<file path="config.mk">
export PLATFORM = sky130hd
export DESIGN_NAME = max7219_scheduler
export DESIGN_NICKNAME = d
export VERILOG_FILES = /design/src/rtl/max7219_scheduler.sv
export SDC_FILE = /design/constraint.sdc
export NUM_CORES = 1
export LEC_CHECK = 0
export CORE_UTILIZATION = 25
export CTS_CLUSTER_SIZE = 8
export DETAILED_ROUTE_END_ITERATION = 12
export MAX_ROUTING_LAYER = met4
export PLACE_DENSITY_LB_ADDON = 0.3
export SLEW_MARGIN = 20
export SYNTH_ARGS = -nofsm -noshare
export SYNTH_HDL_FRONTEND = slang
export SYNTH_SLANG_ARGS = --single-unit
</file>
<file path="constraint.sdc">
create_clock -name clock -period 2.05 [get_ports clock]
set_clock_uncertainty 0.1 [all_clocks]
set_input_delay 0.41 -clock clock [delete_from_list [all_inputs] [get_ports clock]]
set_output_delay 0.41 -clock clock [all_outputs]
set_load 0.02 [all_outputs]
</file>
<file path="src/rtl/max7219_scheduler.sv">
// max7219_scheduler: shares one MAX7219 serial-write engine between a
// configuration requester and a digit-update requester. It runs the chip
// power-up list after reset, then arbitrates and expands each granted
// request into a burst of register writes, one per start/busy handshake.
module max7219_scheduler #(
  parameter logic [3:0] INTENSITY_DEFAULT = 4'h8,
  parameter logic [2:0] SCAN_LIMIT        = 3'd7
) (
  input  logic        clock,
  input  logic        reset,
  input  logic        cfg_req,
  input  logic [7:0]  cfg_decode,
  input  logic [3:0]  cfg_intensity,
  output logic        cfg_ack,
  input  logic        upd_req,
  input  logic [31:0] upd_num,
  input  logic [2:0]  upd_dp,
  output logic        upd_ack,
  output logic [7:0]  ser_addr,
  output logic [7:0]  ser_data,
  output logic        ser_start,
  input  logic        ser_busy,
  output logic        init_done,
  output logic        busy
);

  localparam logic [2:0] ST_INIT    = 3'd0;
  localparam logic [2:0] ST_IDLE    = 3'd1;
  localparam logic [2:0] ST_ISSUE   = 3'd2;
  localparam logic [2:0] ST_WAIT_HI = 3'd3;
  localparam logic [2:0] ST_WAIT_LO = 3'd4;

  localparam logic [1:0] MODE_INIT = 2'd0;
  localparam logic [1:0] MODE_CFG  = 2'd1;
  localparam logic [1:0] MODE_UPD  = 2'd2;

  logic [2:0]  state_reg;
  logic [1:0]  mode_reg;
  logic [3:0]  step_reg;
  logic [7:0]  addr_reg;
  logic [7:0]  data_reg;
  logic        cfg_ack_reg;
  logic        upd_ack_reg;
  logic        init_done_reg;
  logic        last_grant_cfg_reg;
  logic [3:0]  cfg_intensity_reg;
  logic [31:0] upd_num_reg;
  logic [2:0]  upd_dp_reg;

  logic [3:0]  step_next;
  logic [7:0]  addr_next;
  logic [7:0]  data_next;
  logic [3:0]  last_step;
  logic        grant_cfg;
  logic        grant_upd;
  logic [7:0]  upd_byte [8];

  // One data byte per digit from the captured payload; the decimal point
  // lands on the digit selected by upd_dp.
  generate
    for (genvar gi = 0; gi < 8; gi++) begin : g_digit
      assign upd_byte[gi] = {(upd_dp_reg == 3'(gi)), 3'b000, upd_num_reg[4*gi +: 4]};
    end
  endgenerate

  // Tie goes to whichever requester was not served last.
  assign grant_cfg = cfg_req && (!upd_req || !last_grant_cfg_reg);
  assign grant_upd = upd_req && !grant_cfg;

  // The strobe is gated by ser_busy so ISSUE simply waits while the serializer is occupied.
  assign ser_start = (state_reg == ST_ISSUE) && !ser_busy;
  assign ser_addr  = addr_reg;
  assign ser_data  = data_reg;
  assign cfg_ack   = cfg_ack_reg;
  assign upd_ack   = upd_ack_reg;
  assign init_done = init_done_reg;
  assign busy      = (state_reg != ST_IDLE);

  // Address/data of the upcoming write; INIT loads step 0, WAIT_LO loads the following step.
  always_comb begin
    step_next = (state_reg == ST_INIT) ? step_reg : step_reg + 4'd1;
    addr_next = 8'h00;
    data_next = 8'h00;
    last_step = 4'd12;
    case (mode_reg)
      MODE_CFG: begin
        last_step = 4'd1;
        addr_next = 8'h0A;
        data_next = {4'b0000, cfg_intensity_reg};
      end
      MODE_UPD: begin
        last_step = 4'd7;
        addr_next = {4'b0000, step_next + 4'd1};
        data_next = upd_byte[step_next[2:0]];
      end
      default: begin
        case (step_next)
          4'd0:    begin addr_next = 8'h0F; data_next = 8'h00; end
          4'd1:    begin addr_next = 8'h0C; data_next = 8'h01; end
          4'd2:    begin addr_next = 8'h0B; data_next = {5'b00000, SCAN_LIMIT}; end
          4'd3:    begin addr_next = 8'h09; data_next = 8'hFF; end
          4'd4:    begin addr_next = 8'h0A; data_next = {4'b0000, INTENSITY_DEFAULT}; end
          default: begin addr_next = {4'b0000, step_next - 4'd4}; data_next = 8'h00; end
        endcase
      end
    endcase
  end

  // Sequencer: init list, arbitration with payload capture, and the per-write handshake.
  always_ff @(posedge clock) begin
    if (!reset) begin
      state_reg          <= ST_INIT;
      mode_reg           <= MODE_INIT;
      step_reg           <= 4'd0;
      addr_reg           <= 8'h00;
      data_reg           <= 8'h00;
      cfg_ack_reg        <= 1'b0;
      upd_ack_reg        <= 1'b0;
      init_done_reg      <= 1'b0;
      last_grant_cfg_reg <= 1'b0;
      cfg_intensity_reg  <= 4'h0;
      upd_num_reg        <= 32'h0;
      upd_dp_reg         <= 3'd0;
    end else begin
      cfg_ack_reg <= 1'b0;
      upd_ack_reg <= 1'b0;
      case (state_reg)
        ST_INIT: begin
          addr_reg  <= addr_next;
          data_reg  <= data_next;
          state_reg <= ST_ISSUE;
        end
        ST_IDLE: begin
          // First write of a burst comes straight from the requester inputs,
          // so the strobe can go out in the same cycle as the ack.
          if (grant_cfg) begin
            mode_reg           <= MODE_CFG;
            step_reg           <= 4'd0;
            cfg_intensity_reg  <= cfg_intensity;
            cfg_ack_reg        <= 1'b1;
            last_grant_cfg_reg <= 1'b1;
            addr_reg           <= 8'h09;
            data_reg           <= cfg_decode;
            state_reg          <= ST_ISSUE;
          end else if (grant_upd) begin
            mode_reg           <= MODE_UPD;
            step_reg           <= 4'd0;
            upd_num_reg        <= upd_num;
            upd_dp_reg         <= upd_dp;
            upd_ack_reg        <= 1'b1;
            last_grant_cfg_reg <= 1'b0;
            addr_reg           <= 8'h01;
            data_reg           <= {(upd_dp == 3'd0), 3'b000, upd_num[3:0]};
            state_reg          <= ST_ISSUE;
          end
        end
        ST_ISSUE: begin
          if (!ser_busy) state_reg <= ST_WAIT_HI;
        end
        ST_WAIT_HI: begin
          if (ser_busy) state_reg <= ST_WAIT_LO;
        end
        ST_WAIT_LO: begin
          if (!ser_busy) begin
            if (step_reg == last_step) begin
              state_reg <= ST_IDLE;
              if (mode_reg == MODE_INIT) init_done_reg <= 1'b1;
            end else begin
              step_reg  <= step_next;
              addr_reg  <= addr_next;
              data_reg  <= data_next;
              state_reg <= ST_ISSUE;
            end
          end
        end
        default: state_reg <= ST_INIT;
      endcase
    end
  end

endmodule

</file>
Word level (Yosys, flattened, before mapping)
Index checks and enable logic that the tools add are counted.
W data, S select, Z words.
{ "word_totals": {"ff_bits": 68, "in_bits": 52, "elab_cells": 107} }
{ "classes": {"addsub": 3, "order_cmp": 1, "eq_ne": 24, "n_mux": 37, "bitwise_logic": 5, "reduce_logical": 25} }
{ "op_table": {"columns": ["cell", "count"], "rows": [
  ["$mux W8", 10],
  ["$pmux W8 S3", 2],
  ["$pmux W8 S4", 1],
  ["$bmux W8 S3", 1],
  ["$pmux W4 S2", 3],
  ["$mux W4", 5],
  ["$pmux W4 S5", 1],
  ["$pmux W8 S2", 1],
  ["$reduce_and A4 Y1", 4],
  ["$eq A3 B3 Y1 const B", 5],
  ["$mux W3", 5],
  ["$pmux W3 S5", 1],
  ["$eq A3 B2 Y1 const B", 4],
  ["$logic_not A3 Y1", 3],
  ["$add A4 B1 Y4 const B", 2],
  ["$eq A4 B2 Y1 const B", 2],
  ["$ne A2 B2 Y1 const B", 4],
  ["$eq A3 B1 Y1 const B", 2],
  ["$mux W2", 3],
  ["$reduce_and A2 Y1", 3],
  ["$eq A4 B1 Y1 const B", 1],
  ["$eq A4 B3 Y1 const B", 1],
  ["$eq A4 B4 Y1", 1],
  ["$ge A4 B4 Y1 const B", 1],
  ["17 further kinds", 29]
]} }

Logic depth before layout (Yosys ltp)
{ "depth": {"word_depth": 10, "depth_mapped": 10, "ltp_nobuf": 8} }

Worst setup path before layout
No wires, ideal clock.
{ "synth_timing": {"kind": "reg2reg", "start": "register step_reg[0]", "end": "register data_reg[0], in the netlist ser_data[0]", "setup_ns": 0.074, "arrival_time_ns": 2.062, "required_ns": 1.876, "slack_ns": -0.186, "path_stages_with_launch": 9, "path_buffers": 1, "synth_period_minus_slack_ns": 2.236, "cell_sequence": "dfxtp_1 -> ha_1 -> clkbuf_1 -> o31a_1 -> a22oi_2 -> o22ai_1 -> or3_1 -> a41o_1 -> a31oi_1"} }
{ "synth_via": {"elab_chain_cells": 10} }
{ "synth_rtl": {"columns": ["element", "line", "source"], "rows": [
  ["start, declared", "39", "logic [3:0] step_reg;"],
  ["start signal, assigned", "169", "step_reg <= step_next;"],
  ["$add A4 B1 Y4", "81", "step_next = (state_reg == ST_INIT) ? step_reg : step_reg + 4'd1;"],
  ["$mux W4", "81", null],
  ["$not A3 Y4 (implied by the code)", "94", "data_next = upd_byte[step_next[2:0]];"],
  ["$bmux W8 S3", "94", null],
  ["$mux W8 (implied by the code) (2 in series)", "94", null],
  ["$pmux W8 S2", "85", "case (mode_reg)"],
  ["$mux W8", "165", "if (step_reg == last_step) begin"],
  ["$mux W8", "164", "if (!ser_busy) begin"],
  ["$pmux W8 S3", "127", "case (state_reg)"],
  ["end signal, assigned", "130", "data_reg <= data_next;"],
  ["end signal, assigned", "143", "data_reg <= cfg_decode;"],
  ["end signal, assigned", "171", "data_reg <= data_next;"],
  ["end, declared", "41", "logic [7:0] data_reg;"]
]} }
Parallel ways exist; a longest one is shown, timed or not. The select of a mux whose other input is x is not followed.
A chain may end at the register's enable or synchronous reset.

Final worst setup path
{ "layout_timing": {"start": "register state_reg[0]", "end": "register data_reg[0], in the netlist ser_data[0]"} }
{ "layout_via": {"elab_chain_cells": 10} }
{ "layout_rtl": {"columns": ["element", "line", "source"], "rows": [
  ["start, declared", "37", "logic [2:0] state_reg;"],
  ["start signal, assigned", "112", "state_reg <= ST_INIT;"],
  ["start signal, assigned", "131", "state_reg <= ST_ISSUE;"],
  ["start signal, assigned", "144", "state_reg <= ST_ISSUE;"],
  ["$logic_not A3 Y1", "81, 127", null],
  ["$mux W4", "81", null],
  ["$not A3 Y4 (implied by the code)", "94", null],
  ["$bmux W8 S3", "94", null],
  ["$mux W8 (implied by the code) (2 in series)", "94", null],
  ["$pmux W8 S2", "85", null],
  ["$mux W8", "165", null],
  ["$mux W8", "164", null],
  ["$pmux W8 S3", "127", null]
]} }
Parallel ways exist; a longest one is shown, timed or not. The select of a mux whose other input is x is not followed.

==> flow_summary.toml <==
[layout]
largest_reg_flops = 32
antenna_cells = 0
layout_common_cells = "66 x clkdlybuf4s50_1, 64 x buf_4, 56 x dfxtp_1, 35 x a22o_1, 23 x nand2_1"
final_nets = 534
area_growth_pct = 63.70
drive_above_1_share = 0.3333
final_common_cell = "clkdlybuf4s50_1"
n_fill_cell = 1211
utilization = 0.4255

[floorplanning]
dieArea_mm2 = 0.01315
chipHeight_um = 114.7
io_pins = 73
coreArea_mm2 = 0.01221
initial_core_util = 0.2599
std_cell_rows = 40
die_x_um = 114.7

[setup_path]
critPathMaxStageDelay_ps = 460
crit_arrival_ps = 2320
crit_start = "state_reg[0]"
cp-endpoint = "ser_data[0]"
cp-end-kind = "flip-flop"
worstSetupPathType = "reg -> reg"
ff2ff_setup_slack_ps = -120
worst_setup_path_start_kind = "flip-flop"
cp_slowest_cell = "or3_4"
cpMostUsedCell = "or3_4"
r2r_end = "ser_data[0]"
path_buf_inv = 0
required_ps = 2200
crit_fanout = 5
r2r-start = "state_reg[0]"
crit_family = "simple AND/OR/NAND/NOR gates"
cp_cell_sequence = "or3_4, a2bb2oi_4, o22ai_1, or3_4, a41o_1, a31oi_1"
cp_num_cells = 6
reg2regPathDepth = 6

[sta]
finalCritPeriodShare = 1.059
finalSetupTns_ps = -879.1
slew_violations = 0
clock.fmax_mhz = 460.7
layout_setup_ws_ps = -120.4
rsz0062_at_grt = "yes"
whs_ps = 360.5
setup-violations-final = 15
hold_violations = 0
layout_min_cycle_time_ps = 2170

[pwr]
power.leakage_uw = 0.001962
powerDensity_mw_per_mm2 = 660.5
power.total_uw = 3432
vdd_drop_max_v = 0.0004515

[grt]
grtUsageTotal = 0.1752
grt_max_degree = 38
grt_pass1_wl_um = 16860
antenna_found_initial = 0
first_global_vias = 3265
overflow = 0

[placement]
post-place-ws_ps = -301.1
dp_hpwl_um = 7706
gp_congestion = 0.8538
port_buffers = 68

[drt]
num_vias = 3253
via_per_inst = 4.997
highest_layer = "met4"
route.met3.wl_um = 510
ant_nets = 0
met2WireLength_um = 5309
wl_met1_um = 4965
drcViolationCount = 0
drt_iter0_drc = 169
wire_per_inst_um = 16.84
firstDrtPassIters = 4
routed_wirelength_um = 10960

[yosys]
ys_ff_latch = 63
ys_seq_area_frac = 0.3973
syn_avg_cell_area_um2 = 9.069
synthFlopType = "dfxtp_1"
synthesis.area_mm2 = 0.003174
yosys_warnings = 0
synthCells = 350
async_flop_share = 0
synth-edff-count = 0
synth.distinct_cells = 64

[status]
status = "complete, but fails checks"
violations = "negative setup slack"

[clock_network]
clk_pin_slew_ps = 50
cts_hold_buf = 0
clk_path_buf_depth = 2
root_buffer = "clkbuf_16"
insertion_delay_ps = 330
cts.sinks = 63
htreeDepth = 3
cts_buffers = 9
cts_tree = "built"

[job]
max-cap-violations = 0

[min_path]
hp-class = "reg -> reg"
## area by class of cell
| type | count | area [um2] | area share |
|---|---|---|---|
| repair buffers | 145 | 1339 | 0.2576 |
| clock buffers | 12 | 236.5 | 0.04551 |
| inverters | 8 | 30.03 | 0.005779 |
| well taps | 168 | 210.2 | 0.04045 |
| flip-flops and latches | 63 | 1272 | 0.2449 |
| clock inverters | 4 | 70.07 | 0.01348 |
| multi-input cells | 251 | 2038 | 0.3922 |
## kinds of logic (layout without fill, tap and decap cells)
kind of cell               Yosys count  in the layout  share of synthesized area
adders and majority gates            4              4                    0.01577
DFF                                 63             63                     0.3973
muxes                                7              7                    0.02365
other                                1              4                   0.001181
buffers and inverters               39            169                    0.06188
and+or+nand+nor                     96             96                     0.1498
xor gates and xnor gates            10             10                    0.02996
AOI/OAI and AO/OA                  130            130                     0.3205
## report_power, final
part	switching, uW	internal [uW]
combinational	255	297
clock	542	1060
sequential	22.8	1260
## metrics by stage
stage | area, um2 | std cells
after detailed placement | 4487 | 621
after global placement | 4487 | 621
after floorplan | 3253 | 353
after CTS | 5074 | 649
after global routing | 5196 | 651
final | 5196 | 651
## worst reg2reg max path: cells and delay by family, from the launching register on
family           cells  cell delay (ps)
flip-flops           1              360
AND/OR/NAND/NOR      2              840
AO/OA/AOI/OAI        4              800
## synthesized netlist by cell type, types with 3 or more instances
cell type,instances,share of area
dfxtp_1,63,0.40
buf_4,6,0.014
o21ai_1,5,0.0079
mux2_2,4,0.014
or3_1,4,0.0079
inv_2,3,0.0035
o21ai_0,13,0.020
inv_1,5,0.0059
clkbuf_1,13,0.015
nand3_1,9,0.014
buf_2,10,0.016
ha_1,4,0.016
nor2b_1,5,0.0099
and3_1,4,0.0079
xor2_1,3,0.0083
a22o_1,35,0.097
nor2_1,23,0.027
xnor2_1,6,0.017
nand2_1,25,0.030
a21oi_1,21,0.033
mux2i_1,3,0.0095
nor4_1,4,0.0079
o22ai_1,13,0.026
a31oi_1,3,0.0059
o32ai_1,5,0.014
nor3_1,10,0.016
## worst min-delay path by stage
stage | from | endpoint | cells after the start
6_report | cfg_intensity_reg[1] | cfg_intensity_reg[1] | 2
5_1_grt | cfg_intensity_reg[2] | cfg_intensity_reg[2] | 2
4_1_cts | cfg_intensity_reg[1] | cfg_intensity_reg[1] | 2
3_5_place_dp | cfg_intensity_reg[1] | cfg_intensity_reg[1] | 2
3_3_place_gp | cfg_intensity_reg[2] | cfg_intensity_reg[2] | 2
2_1_floorplan | cfg_intensity_reg[1] | cfg_intensity_reg[1] | 2
## routing by layer
| metal | vias to the layer above | GRT usage |
|---|---|---|
| li1 | 1574 | - |
| met2 | 88 | 0.2861 |
| met1 | 1575 | 0.2071 |
| met5 | - | - |
| met3 | 16 | 0.05082 |
| met4 | 0 | 0.05628 |
## repair_timing
item,4_1_cts,5_1_grt
gates resized for setup,49,22
setup buffers,12,2
cloned,1,0
endpoints found under the setup margin,18,17
pin swaps,28,9
Power figures use the tool's default switching activity.
